$ cat src/rtl/fetch_sequencer_if.sv
// fetch_sequencer_if: instruction-memory, decode and control signals of the fetch sequencer.
interface fetch_sequencer_if #(parameter int PC_WIDTH = 6);
    logic [PC_WIDTH-1:0] imem_pc;
    logic [PC_WIDTH-1:0] if_pc;
    logic [PC_WIDTH-1:0] redirect_pc;
    logic [31:0] imem_instr;
    logic [31:0] if_instr;
    logic if_valid;
    logic if_ready;
    logic redirect_valid;
    logic halt_req;
    logic halted;
    logic fault;
    modport master (
        output imem_pc, if_valid, if_instr, if_pc, halted, fault,
        input imem_instr, if_ready, redirect_valid, redirect_pc, halt_req
    );
    modport slave (
        input imem_pc, if_valid, if_instr, if_pc, halted, fault,
        output imem_instr, if_ready, redirect_valid, redirect_pc, halt_req
    );
endinterface

$ cat src/rtl/fetch_sequencer.sv
// fetch_sequencer: PC sequencer and fetch controller for a registered-read instruction memory.
// Defining FETCH_PERF_CNT_EN adds saturating accepted-word and stall-cycle counters.
module fetch_sequencer #(
    parameter int PC_WIDTH = 6,
    parameter logic [PC_WIDTH-1:0] RESET_PC = '0
) (
    input logic clock,
    input logic reset,
    fetch_sequencer_if.master bus
`ifdef FETCH_PERF_CNT_EN
    ,
    output logic [15:0] perf_fetched,
    output logic [15:0] perf_stall
`endif
);
    typedef enum logic [1:0] {BOOT, RUN, HALT, FAULT} state_t;
    state_t state;
    logic [PC_WIDTH-1:0] pc_q, rsp_pc, next_pc;
    logic rsp_v, stall, misaligned, halted, fault;
    always_comb begin
        misaligned = bus.redirect_valid && (bus.redirect_pc[1:0] != 2'b00);
        stall = bus.if_valid && !bus.if_ready;
        next_pc = state == BOOT ? RESET_PC :
                  state == HALT ? pc_q :
                  (state == FAULT || misaligned) ? rsp_pc :
                  bus.redirect_valid ? bus.redirect_pc :
                  stall ? rsp_pc : pc_q;
    end
    assign bus.imem_pc = next_pc;
    assign bus.if_valid = rsp_v && (state == RUN);
    assign bus.if_pc = rsp_pc;
    assign bus.if_instr = bus.imem_instr;
    assign bus.halted = halted;
    assign bus.fault = fault;
    always_ff @(posedge clock) begin
        if (reset) begin
            state <= BOOT;
            rsp_v <= 1'b0;
            rsp_pc <= RESET_PC;
            pc_q <= RESET_PC;
            halted <= 1'b0;
            fault <= 1'b0;
        end else begin
            case (state)
                BOOT: begin
                    state <= RUN;
                    rsp_v <= 1'b1;
                    rsp_pc <= RESET_PC;
                    pc_q <= RESET_PC + PC_WIDTH'(4);
                end
                RUN: begin
                    if (misaligned) begin
                        state <= FAULT;
                        rsp_v <= 1'b0;
                        fault <= 1'b1;
                    end else if (!bus.redirect_valid && bus.halt_req && !stall) begin
                        state <= HALT;
                        rsp_v <= 1'b0;
                        halted <= 1'b1;
                    end else begin
                        rsp_pc <= next_pc;
                        rsp_v <= 1'b1;
                        pc_q <= next_pc + PC_WIDTH'(4);
                    end
                end
                HALT: begin
                    if (misaligned) begin
                        state <= FAULT;
                        halted <= 1'b0;
                        fault <= 1'b1;
                    end else if (bus.redirect_valid) begin
                        pc_q <= bus.redirect_pc;
                    end else if (!bus.halt_req) begin
                        // memory already holds pc_q from the HALT cycle, so the word is valid at once
                        state <= RUN;
                        halted <= 1'b0;
                        rsp_v <= 1'b1;
                        rsp_pc <= pc_q;
                        pc_q <= pc_q + PC_WIDTH'(4);
                    end
                end
                default: ;
            endcase
        end
    end
`ifdef FETCH_PERF_CNT_EN
    always_ff @(posedge clock) begin
        if (reset) begin
            perf_fetched <= '0;
            perf_stall <= '0;
        end else if (state != FAULT) begin
            // a word dropped by a redirect is not counted as accepted
            if (bus.if_valid && bus.if_ready && !bus.redirect_valid && perf_fetched != 16'hFFFF)
                perf_fetched <= perf_fetched + 16'd1;
            if (stall && perf_stall != 16'hFFFF)
                perf_stall <= perf_stall + 16'd1;
        end
    end
`endif
endmodule
$ cat src/flat_wrapper.sv
// flat-port wrapper written by rule: the top's interface ports become plain ports
module fetch_sequencer_flat 
#(
    parameter int PC_WIDTH = 6,
    parameter logic [PC_WIDTH-1:0] RESET_PC = '0
)
  (clock, reset, bus_imem_pc, bus_if_valid, bus_if_instr, bus_if_pc, bus_halted, bus_fault, bus_imem_instr, bus_if_ready, bus_redirect_valid, bus_redirect_pc, bus_halt_req);
  fetch_sequencer_if #(.PC_WIDTH(PC_WIDTH)) bus_i ();
  input logic clock;
  input logic reset;
  output wire logic [$bits(bus_i.imem_pc)-1:0] bus_imem_pc;
  output wire logic [$bits(bus_i.if_valid)-1:0] bus_if_valid;
  output wire logic [$bits(bus_i.if_instr)-1:0] bus_if_instr;
  output wire logic [$bits(bus_i.if_pc)-1:0] bus_if_pc;
  output wire logic [$bits(bus_i.halted)-1:0] bus_halted;
  output wire logic [$bits(bus_i.fault)-1:0] bus_fault;
  input wire logic [$bits(bus_i.imem_instr)-1:0] bus_imem_instr;
  input wire logic [$bits(bus_i.if_ready)-1:0] bus_if_ready;
  input wire logic [$bits(bus_i.redirect_valid)-1:0] bus_redirect_valid;
  input wire logic [$bits(bus_i.redirect_pc)-1:0] bus_redirect_pc;
  input wire logic [$bits(bus_i.halt_req)-1:0] bus_halt_req;
  assign bus_imem_pc = bus_i.imem_pc;
  assign bus_if_valid = bus_i.if_valid;
  assign bus_if_instr = bus_i.if_instr;
  assign bus_if_pc = bus_i.if_pc;
  assign bus_halted = bus_i.halted;
  assign bus_fault = bus_i.fault;
  assign bus_i.imem_instr = bus_imem_instr;
  assign bus_i.if_ready = bus_if_ready;
  assign bus_i.redirect_valid = bus_redirect_valid;
  assign bus_i.redirect_pc = bus_redirect_pc;
  assign bus_i.halt_req = bus_halt_req;
  fetch_sequencer #(.PC_WIDTH(PC_WIDTH), .RESET_PC(RESET_PC)) u_core (.clock(clock), .reset(reset), .bus(bus_i));
endmodule
$ cat config.mk
export PLATFORM = sky130hd
export DESIGN_NAME = fetch_sequencer_flat
export DESIGN_NICKNAME = d
export VERILOG_FILES = /design/src/rtl/fetch_sequencer_if.sv /design/src/rtl/fetch_sequencer.sv /design/src/flat_wrapper.sv
export SDC_FILE = /design/constraint.sdc
export NUM_CORES = 1
export LEC_CHECK = 0
export BUFFER_PORTS_ARGS = -buffer_cell sky130_fd_sc_hd__buf_2
export CORE_ASPECT_RATIO = 2
export CORE_MARGIN = 2
export CORE_UTILIZATION = 49
export CTS_BUF_LIST = sky130_fd_sc_hd__clkbuf_4
export DETAILED_ROUTE_END_ITERATION = 6
export PLACE_DENSITY = 0.9
export SYNTH_ARGS = -nofsm -noshare
export SYNTH_HDL_FRONTEND = slang
export SYNTH_SLANG_ARGS = --single-unit
$ cat constraint.sdc
create_clock -name clock -period 3.8 [get_ports clock]
set_input_delay 0.38 -clock clock [delete_from_list [all_inputs] [get_ports clock]]
set_output_delay 0.38 -clock clock [all_outputs]
set_load 0.02 [all_outputs]
### After elaboration in Yosys (flattened, before gate mapping)

Cells that the tools add are included.

| operators by class | value |
|---|---|
| equality and inequality tests | 13 |
| add/subtract/negate cells | 2 |
| reductions and logical operators | 20 |
| muxes and demuxes | 35 |

Operator list:

| operator | count |
|---|---|
| $mux 6 | 15 |
| $pmux 6 s3 | 2 |
| $add 6x3->6 const B | 2 |
| $ne 2x2->1 const B | 6 |
| $mux 1 | 10 |
| $mux 2 | 5 |
| $reduce_and 5->1 | 2 |
| $ne 3x2->1 const B | 3 |
| $reduce_and 4->1 | 2 |
| $pmux 2 s3 | 1 |
| $reduce_and 6->1 | 1 |
| $logic_and 1x1->1 | 5 |
| $eq 2x2->1 const B | 2 |
| $reduce_bool 2->1 | 2 |
| $logic_not 1->1 | 3 |
| $ne 3x3->1 const B | 1 |
| $pmux 1 s3 | 1 |
| $reduce_bool 3->1 | 1 |
| $eq 2x1->1 const B | 1 |
| $logic_not 2->1 | 1 |
| $pmux 1 s2 | 1 |
| $reduce_and 2->1 | 1 |
| $reduce_or 2->1 | 1 |
| $logic_or 1x1->1 | 1 |

| storage, ports and cells | value |
|---|---|
| word-level logic and storage cells | 76 |
| input bits | 43 |
| flip-flop bits (word level) | 17 |
| output and inout port bits | 47 |

### Logic depth before layout (Yosys ltp)

Gate-level depths: netlist (run 1).

| logic depth | value |
|---|---|
| depth after elaboration | 12 |
| mapped depth | 12 |
| mapped depth without buffers | 11 |

### Worst setup path after synthesis (run 1)

No wires, ideal clock.

| timing path | value |
|---|---|
| kind | reg2reg |
| from | register u_core.state[0] |
| to | register u_core.pc_q[3] |
| library setup time | 0.071 ns |
| stages on the path, launching flop included | 13 |
| buffers on the path | 1 |
| arrival time | 2.420 ns |
| required time | 3.729 ns |
| slack | 1.310 ns |
| clock period less this slack | 2.490 ns |
| cell sequence | dfxtp_1 inv_1 ha_1 inv_1 clkbuf_1 o21ai_0 a221oi_1 nor2_1 ha_1 nand2_1 o21ai_0 nand3_1 a21oi_1 |

| on the way | value |
|---|---|
| longest elaborated chain between the ends | 12 |

RTL lines:

| item | line | RTL |
|---|---|---|
| from (decl) | fetch_sequencer.sv:17 | `state_t state;` |
| from (signal assigned) | fetch_sequencer.sv:37 | `state <= BOOT;` |
| from (signal assigned) | fetch_sequencer.sv:46 | `state <= RUN;` |
| from (signal assigned) | fetch_sequencer.sv:53 | `state <= FAULT;` |
| $eq 2x1->1 | fetch_sequencer.sv:30 | `assign bus.if_valid = rsp_v && (state == RUN);` |
| $logic_and 1x1->1 | fetch_sequencer.sv:30 |  |
| $logic_and 1x1->1 | fetch_sequencer.sv:22 | `stall = bus.if_valid && !bus.if_ready;` |
| $mux 6 | fetch_sequencer.sv:27 | `stall ? rsp_pc : pc_q;` |
| $mux 6 | fetch_sequencer.sv:26 | `bus.redirect_valid ? bus.redirect_pc :` |
| $mux 6 | fetch_sequencer.sv:25 | `(state == FAULT \|\| misaligned) ? rsp_pc :` |
| $mux 6 | fetch_sequencer.sv:24 | `state == HALT ? pc_q :` |
| $mux 6 (*) | fetch_sequencer.sv:23 | `next_pc = state == BOOT ? RESET_PC :` |
| named net bus_imem_pc[3] | flat_wrapper.sv:11 | `output wire logic [$bits(bus_i.imem_pc)-1:0] bus_imem_pc;` |
| $add 6x3->6 (*) | fetch_sequencer.sv:63 | `pc_q <= next_pc + PC_WIDTH'(4);` |
| $mux 6 (*) | fetch_sequencer.sv:56 | `end else if (!bus.redirect_valid && bus.halt_req && !stall) begin` |
| $mux 6 (*) | fetch_sequencer.sv:52 | `if (misaligned) begin` |
| $pmux 6 s3 (*) | fetch_sequencer.sv:44 | `case (state)` |
| to (signal assigned) | fetch_sequencer.sv:49 | `pc_q <= RESET_PC + PC_WIDTH'(4);` |
| to (signal assigned) | fetch_sequencer.sv:63 |  |
| to (signal assigned) | fetch_sequencer.sv:72 | `pc_q <= bus.redirect_pc;` |
| to (decl) | fetch_sequencer.sv:18 | `logic [PC_WIDTH-1:0] pc_q, rsp_pc, next_pc;` |

Mark *: on every way through the listed nets, which the timed path passes. The rest lies on a longest branch. The select of a mux whose other input is x is not followed.
A chain may end at the register's enable or synchronous reset.

### Final worst setup path (run 1)

| timing path | value |
|---|---|
| from | register u_core.state[1] |
| to | output port bus_imem_pc[3] |

| on the way | value |
|---|---|
| longest elaborated chain between the ends | 8 |

RTL lines:

| item | line |
|---|---|
| $eq 2x1->1 | fetch_sequencer.sv:30 |
| $logic_and 1x1->1 | fetch_sequencer.sv:30 |
| $logic_and 1x1->1 | fetch_sequencer.sv:22 |
| $mux 6 | fetch_sequencer.sv:27 |
| $mux 6 | fetch_sequencer.sv:26 |
| $mux 6 | fetch_sequencer.sv:25 |
| $mux 6 | fetch_sequencer.sv:24 |
| $mux 6 (*) | fetch_sequencer.sv:23 |
| to (decl) | flat_wrapper.sv:11 |

Mark *: on every way between the ends. The rest lies on a longest branch, timed or not.

==> results of run 1 <==
report_power, final:
group / leakage, nW / switching (mW) / internal, mW
Sequential: 0.138 / 0.0270 / 0.205
Clock: 0.0184 / 0.0686 / 0.0482
Combinational: 0.496 / 0.308 / 0.170
through the flow:
step,hold WS (ps),setup WS (ps)
after global placement,449.0,1038
after CTS,460.3,779.9
after floorplan,449.4,1310
final,444.5,716.0
after global routing,466.5,530.6
after detailed placement,457.9,926.5
state kept, by name, indices dropped and copies added, names as in the netlist:
signal and count:
u_core.bus.fault 1, u_core.bus.halted 1, u_core.bus.if_pc 6, u_core.pc_q 6, u_core.rsp_v 1, u_core.state 2
worst register-to-register path, stage by stage, from the launching register on:
cell,delay [ps]
dfxtp_1,360
inv_1,80
ha_1,530
and3b_2,380
o21ai_0,210
a221oi_1,540
nor2_1,110
ha_1,290
nand2_1,40
o21ai_0,100
nand3_1,100
a21oi_1,160
cell usage after synthesis, drive strengths merged (3+ instances only):
cell type / count
a211oi: 4
a21o: 3
a21oi: 12
a2bb2oi: 6
a31oi: 3
and2: 4
and3: 3
buf: 37
clkbuf: 7
dfxtp: 17
ha: 6
inv: 6
mux2i: 8
nand2: 16
nand2b: 3
nand3: 8
nor2: 15
o21ai: 14
area by class of cell:
type                            count  area [um2]  area share
Inverter                            6       22.52     0.01500
Timing Repair Buffer               26       132.6     0.08833
Multi-Input combinational cell    139       937.1      0.6242
Sequential cell                    17       340.3      0.2267
Tap cell                           31       38.79     0.02583
Clock buffer                        4       30.03     0.02000
worst max-delay path by stage:
stage | from | to | slack, ps | depth (start not counted)
5_1_grt | u_core.state[1] | bus_imem_pc[3] | 530 | 7
6_report | u_core.state[1] | bus_imem_pc[3] | 720 | 7
3_3_place_gp | u_core.state[1] | u_core.pc_q[3] | 1040 | 11
2_1_floorplan | u_core.state[0] | u_core.pc_q[3] | 1310 | 12
3_5_place_dp | u_core.state[1] | u_core.pc_q[3] | 930 | 11
4_1_cts | u_core.state[1] | bus_imem_pc[3] | 780 | 7
cell families (layout without fill, tap and decap cells):
logic type               Yosys count  after routing
adder cells (fa/ha/maj)            6              6
flip-flops                        17             17
AO/OA/AOI/OAI                     57             57
multiplexers                      10             10
buffers and inverters             50             36
XOR/XNOR                           3              3
AND/OR/NAND/NOR                   63             63
routing by layer:
layer,vias up,part of all wire,track usage
li1,671,-,-
met1,697,0.34,0.2234
met2,72,0.52,0.4211
met3,41,0.061,0.02366
met4,0,0.084,0.2094
met5,-,0,0
placed cells by master (no fill, tap or decap), types with 3 or more instances in the layout:
master	count
inv_1	6
a2bb2oi_1	6
nand2_1	16
a21oi_1	12
dfxtp_1	17
nor2_1	15
mux2i_1	8
o21ai_0	13
and3_1	3
a211oi_1	4
nand3_1	8
clkbuf_4	4
ha_1	6
nand2b_1	3
buf_2	25
a31oi_1	3
==> impl_metrics.toml, run 1 <==
[status]
status = "finished, final reports clean"

[logic_synthesis]
synth_seq_cells = 17
yosysTopAreaCell = "dfxtp_1"
synth-xor-area-share = 0.01646
synth_seq_area_share = 0.2132
async_flop_share = 0
synth-compound-area-share = 0.2492
synth.area.mux_share = 0.06426
synth_area_um2 = 1597
syn_nets = 255
syn_area_per_cell_um2 = 7.750
ys_types = 51
yosysWarningCount = 0
synth_top_family_by_area = "compound AO/OA/AOI/OAI gates"
netlist.area_leader.share = 0.2132
synth-simple-area-share = 0.2100
synth_fa_ha_area_frac = 0.04702
synth_cells = 206
synth_area_leaders = "dfxtp_1 21%, buf_4 15%, mux2i_1 5.0%, ha_1 4.7%, o21ai_0 4.1%"
synth_edf_count = 0
synth_flop_cell = "dfxtp_1"

[sta]
setup_viol = 0
hold_viol_final = 0
post-route-period-util = 0.8116
worst_clock_skew_ps = 9.494
rsz0062_at_grt = "false"
relSlewSlack = 0.5198
tightest_slew_ps = 716.9
min_period_ps = 3084
slew_viol_final = 0
setup_tns_ps = 0
fmax_mhz = 324.3

[critical_path]
crit_type = "reg -> out"
critPathArrivalTime_ps = 2700
start_kind = "flop"
end_kind = "primary output"
cp_top_family = "compound AO/OA/AOI/OAI gates"
r2r_start = "u_core.state[1]"
r2r_slack_ps = 840
r2r_cells = 11
critPathMaxStageDelay_ps = 540
cp_max_fo = 17
critPathBufInv = 2
worstPathRequired_ps = 3420
rr_endpoint = "u_core.pc_q[3]"
slowest_stage = "a221oi_1"
worstPathCellList = "inv_1 -> ha_1 -> and3b_2 -> o21ai_0 -> a221oi_1 -> nor2_1 -> buf_2"

[finish]
area_growth_pct = -5.956
final_util = 0.4756
finalInstanceArea_um2 = 1501
fin_cells = 223
drive_above_1_share = 0.2396
nNetsFinal = 242
diodes = 0
fillers = 318

[global_route]
grt_max_degree = 24
grt_pass1_vias = 1459
grt_pass1_wl_um = 6672
antenna_found_initial = 0
gr-total-overflow = 0
track_usage = 0.2382

[min_path]
min_to = "u_core.bus.if_pc[3]"
holdPathStages = 2
hp-start = "reset"
hold_class = "in -> reg"

[routing]
vias = 1481
drt_iter0_drc = 76
drc = 0
drtAntennaViolNets = 0
via_per_inst = 6.641
wirelength_um = 4275
wl_per_cell_um = 19.17
first_pass_iters = 4

[floorplan]
core_um2 = 3157
start_util = 0.5057
die_area_um2 = 3758
fp.dieH_um = 84.73
die_w_um = 44.36
ios = 90
placementRows = 29

[placed_design]
placement.io_buffers = 25
dp_cells = 219
gp_congestion = 0.9901
hpwlAfterDp_um = 3144
placed_cell_area_um2 = 1471

[pwr]
p_leak_nw = 0.6528
power_density_nw_per_um2 = 551.1
power_mw = 0.8275
ir_drop_mv = 0.3824

[cts]
cts.sinks = 17
post_cts_buffers = 0
clock_path_buffers = 2
numCtsBuffers = 3
cts_htree_levels = 1
hold_buffers = 0
clk_pin_slew_ps = 110
clkLatencyLatePin_ps = 310
cts_resized = 0
root_buffer = "clkbuf_4"
cts_tree = "yes"

[job]
cap_viol_max_count = 0
Note: power is estimated with default switching activity, not from simulation.
==> run 2: changes to the inputs <==
ABC_AREA = 1   (was unset)
CORE_UTILIZATION = 41   (was 49)
PLACE_DENSITY = 0.8   (was 0.9)
clock period = 2.67 ns   (was 3.8 ns; I/O delays follow)
==> run 2 against run 1 <==
- non-clock buffer count up 1
- critical path depth up 4
- core utilization down 6.5 points
- sequential share of layout area down 0.85 points
- final cell count up 30%
- critical endpoint is now bus_imem_pc[5]
- highest routed layer unchanged
==> impl_metrics.toml, run 2 <==
[sta]
setup_viol = 0
relSlewSlack = 0.7604
worst_clock_skew_ps = 5.358
tightest_slew_ps = 350.4
fmax_mhz = 425.9
setup_tns_ps = 0
slew_viol_final = 0
setup_ws_ps = 322.0
min_period_ps = 2348
post-route-period-util = 0.8794
hold_viol_final = 0
rsz0062_at_grt = "false"

[logic_synthesis]
synth_top_family_by_area = "simple AND/OR/NAND/NOR gates"
async_flop_share = 0
syn_area_per_cell_um2 = 6.515
synth-compound-area-share = 0.1491
synth_fa_ha_area_frac = 0.04684
yosysWarningCount = 0
synth_area_leaders = "dfxtp_1 21%, nand2_1 17%, buf_4 15%, a21oi_1 5.6%, inv_1 5.6%"
yosysTopAreaCell = "dfxtp_1"
ys_types = 35
synth_seq_area_share = 0.2123
synth_area_um2 = 1603
netlist.area_leader.share = 0.2123
synth-simple-area-share = 0.3427
synth_flop_cell = "dfxtp_1"
synth.area.mux_share = 0
yosysMostFrequentCell = "nand2_1"
syn_nets = 295
synth-xor-area-share = 0.005464
netlist_top_cells_count = "71 x nand2_1, 32 x buf_4, 24 x inv_1"
synth_seq_cells = 17
synth_edf_count = 0
synth_cells = 246

[floorplan]
core_um2 = 3804
ios = 90
die_w_um = 48.21
placementRows = 32
start_util = 0.4214
fp.dieH_um = 92.42
die_area_um2 = 4456

[critical_path]
critPathArrivalTime_ps = 2080
worstPathCellList = "inv_1 -> ha_1 -> nand3_1 -> nand2_1 -> o21ai_0 -> nand2_1 -> nand2_1 -> o21ai_1 -> nand2_1 -> inv_1 -> buf_2"
path_common_cell = "nand2_1"
worstPathRequired_ps = 2400
crit_type = "reg -> out"
end_kind = "primary output"
critPathMaxStageDelay_ps = 370
critPathBufInv = 3
start_kind = "flop"
cp_top_family = "simple AND/OR/NAND/NOR gates"
slowest_stage = "dfxtp_1"
cp_max_fo = 4

[routing]
wl_per_cell_um = 13.37
wirelength_um = 3891
drtAntennaViolNets = 0
via_per_inst = 5.223
drc = 0
first_pass_iters = 5
vias = 1520
drt_iter0_drc = 29

[finish]
final_util = 0.4102
fin_cells = 291
drive_above_1_share = 0.2218
layout_commonest_cell = "nand2_1"
final_cell_mix = "71 x nand2_1, 25 x buf_2, 24 x inv_1"
nNetsFinal = 289
area_growth_pct = -2.654

[placed_design]
placement.io_buffers = 25
gp_congestion = 0.9575
dp_slack_ps = 511.5
hpwlAfterDp_um = 3169
dp_cells = 286

[cts]
cts_htree_levels = 1
clkLatencyLatePin_ps = 300
root_buffer = "clkbuf_4"
cts.sinks = 17
cts_resized = 0
clk_pin_slew_ps = 100
post_cts_buffers = 0
hold_buffers = 0
numCtsBuffers = 3
cts_tree = "yes"
clock_path_buffers = 2

[global_route]
gr-total-overflow = 0
grt_max_degree = 18
grt_pass1_vias = 1539
antenna_found_initial = 1
grt_pass1_wl_um = 6513
track_usage = 0.2030

[min_path]
hold_class = "in -> reg"

[job]
cap_viol_max_count = 0

[pwr]
p_leak_nw = 0.7839
power_density_nw_per_um2 = 920.5
ir_drop_mv = 0.4185

[status]
status = "finished, final reports clean"
[run 2: logic make-up after synthesis]
| group | count (synthesis) |
|---|---|
| buffers and inverters | 67 |
| adder cells (fa/ha/maj) | 6 |
| AO/OA/AOI/OAI | 40 |
| XOR/XNOR | 1 |
| AND/OR/NAND/NOR | 115 |
| flip-flops | 17 |
[run 2: where the power goes]
group	switching, mW	total, mW	internal [mW]
Clock	0.0845	0.153	0.0683
Combinational	0.645	0.935	0.290
Sequential	0.0404	0.348	0.307
Total	0.770	1.44	0.666
[run 2: area by class of cell]
cell class | count | area, um2
flip-flops and latches | 17 | 340.3
inverters | 29 | 111.4
diodes | 1 | 2.502
fillers | 411 | 2243
clock buffers | 4 | 30.03
multi-input cells | 162 | 872.1
well taps | 51 | 63.81
repair buffers | 27 | 140.1
[run 2: final timing paths]
check                                 startpoint  slack [ps]                to  depth (start not counted)
worst min-delay path                       reset         340    u_core.pc_q[5]                          2
worst min register to register  u_core.bus.fault         480  u_core.bus.fault                          2
worst max-delay path             u_core.state[1]         320    bus_imem_pc[5]                         11
worst max register to register   u_core.state[1]         470    u_core.pc_q[4]                         17
[run 2: stage by stage]
step	cell area (um2)	total power [mW]	hold slack [ps]
6_report	1560	1.436	339.7
2_1_floorplan	1603	1.096	458.6
3_3_place_gp	1528	1.270	449.9
3_5_place_dp	1528	1.278	457.5
5_1_grt	1560	1.578	352.3
4_1_cts	1558	1.436	335.9
[run 2: worst reg2reg max path, delay by kind of cell (launching register included)]
kind / cells / cell delay (ps)
fa+ha+maj: 2 / 430
simple gates: 11 / 990
compound gates: 2 / 230
flops: 1 / 340
buf+inv: 2 / 170
[run 2: metal layers]
layer / track usage / share of wire / vias to the layer above
li1: - / - / 741
met1: 0.1784 / 0.33 / 681
met2: 0.3377 / 0.52 / 58
met3: 0.02729 / 0.056 / 40
met4: 0.2050 / 0.089 / 0
met5: 0 / 0 / -
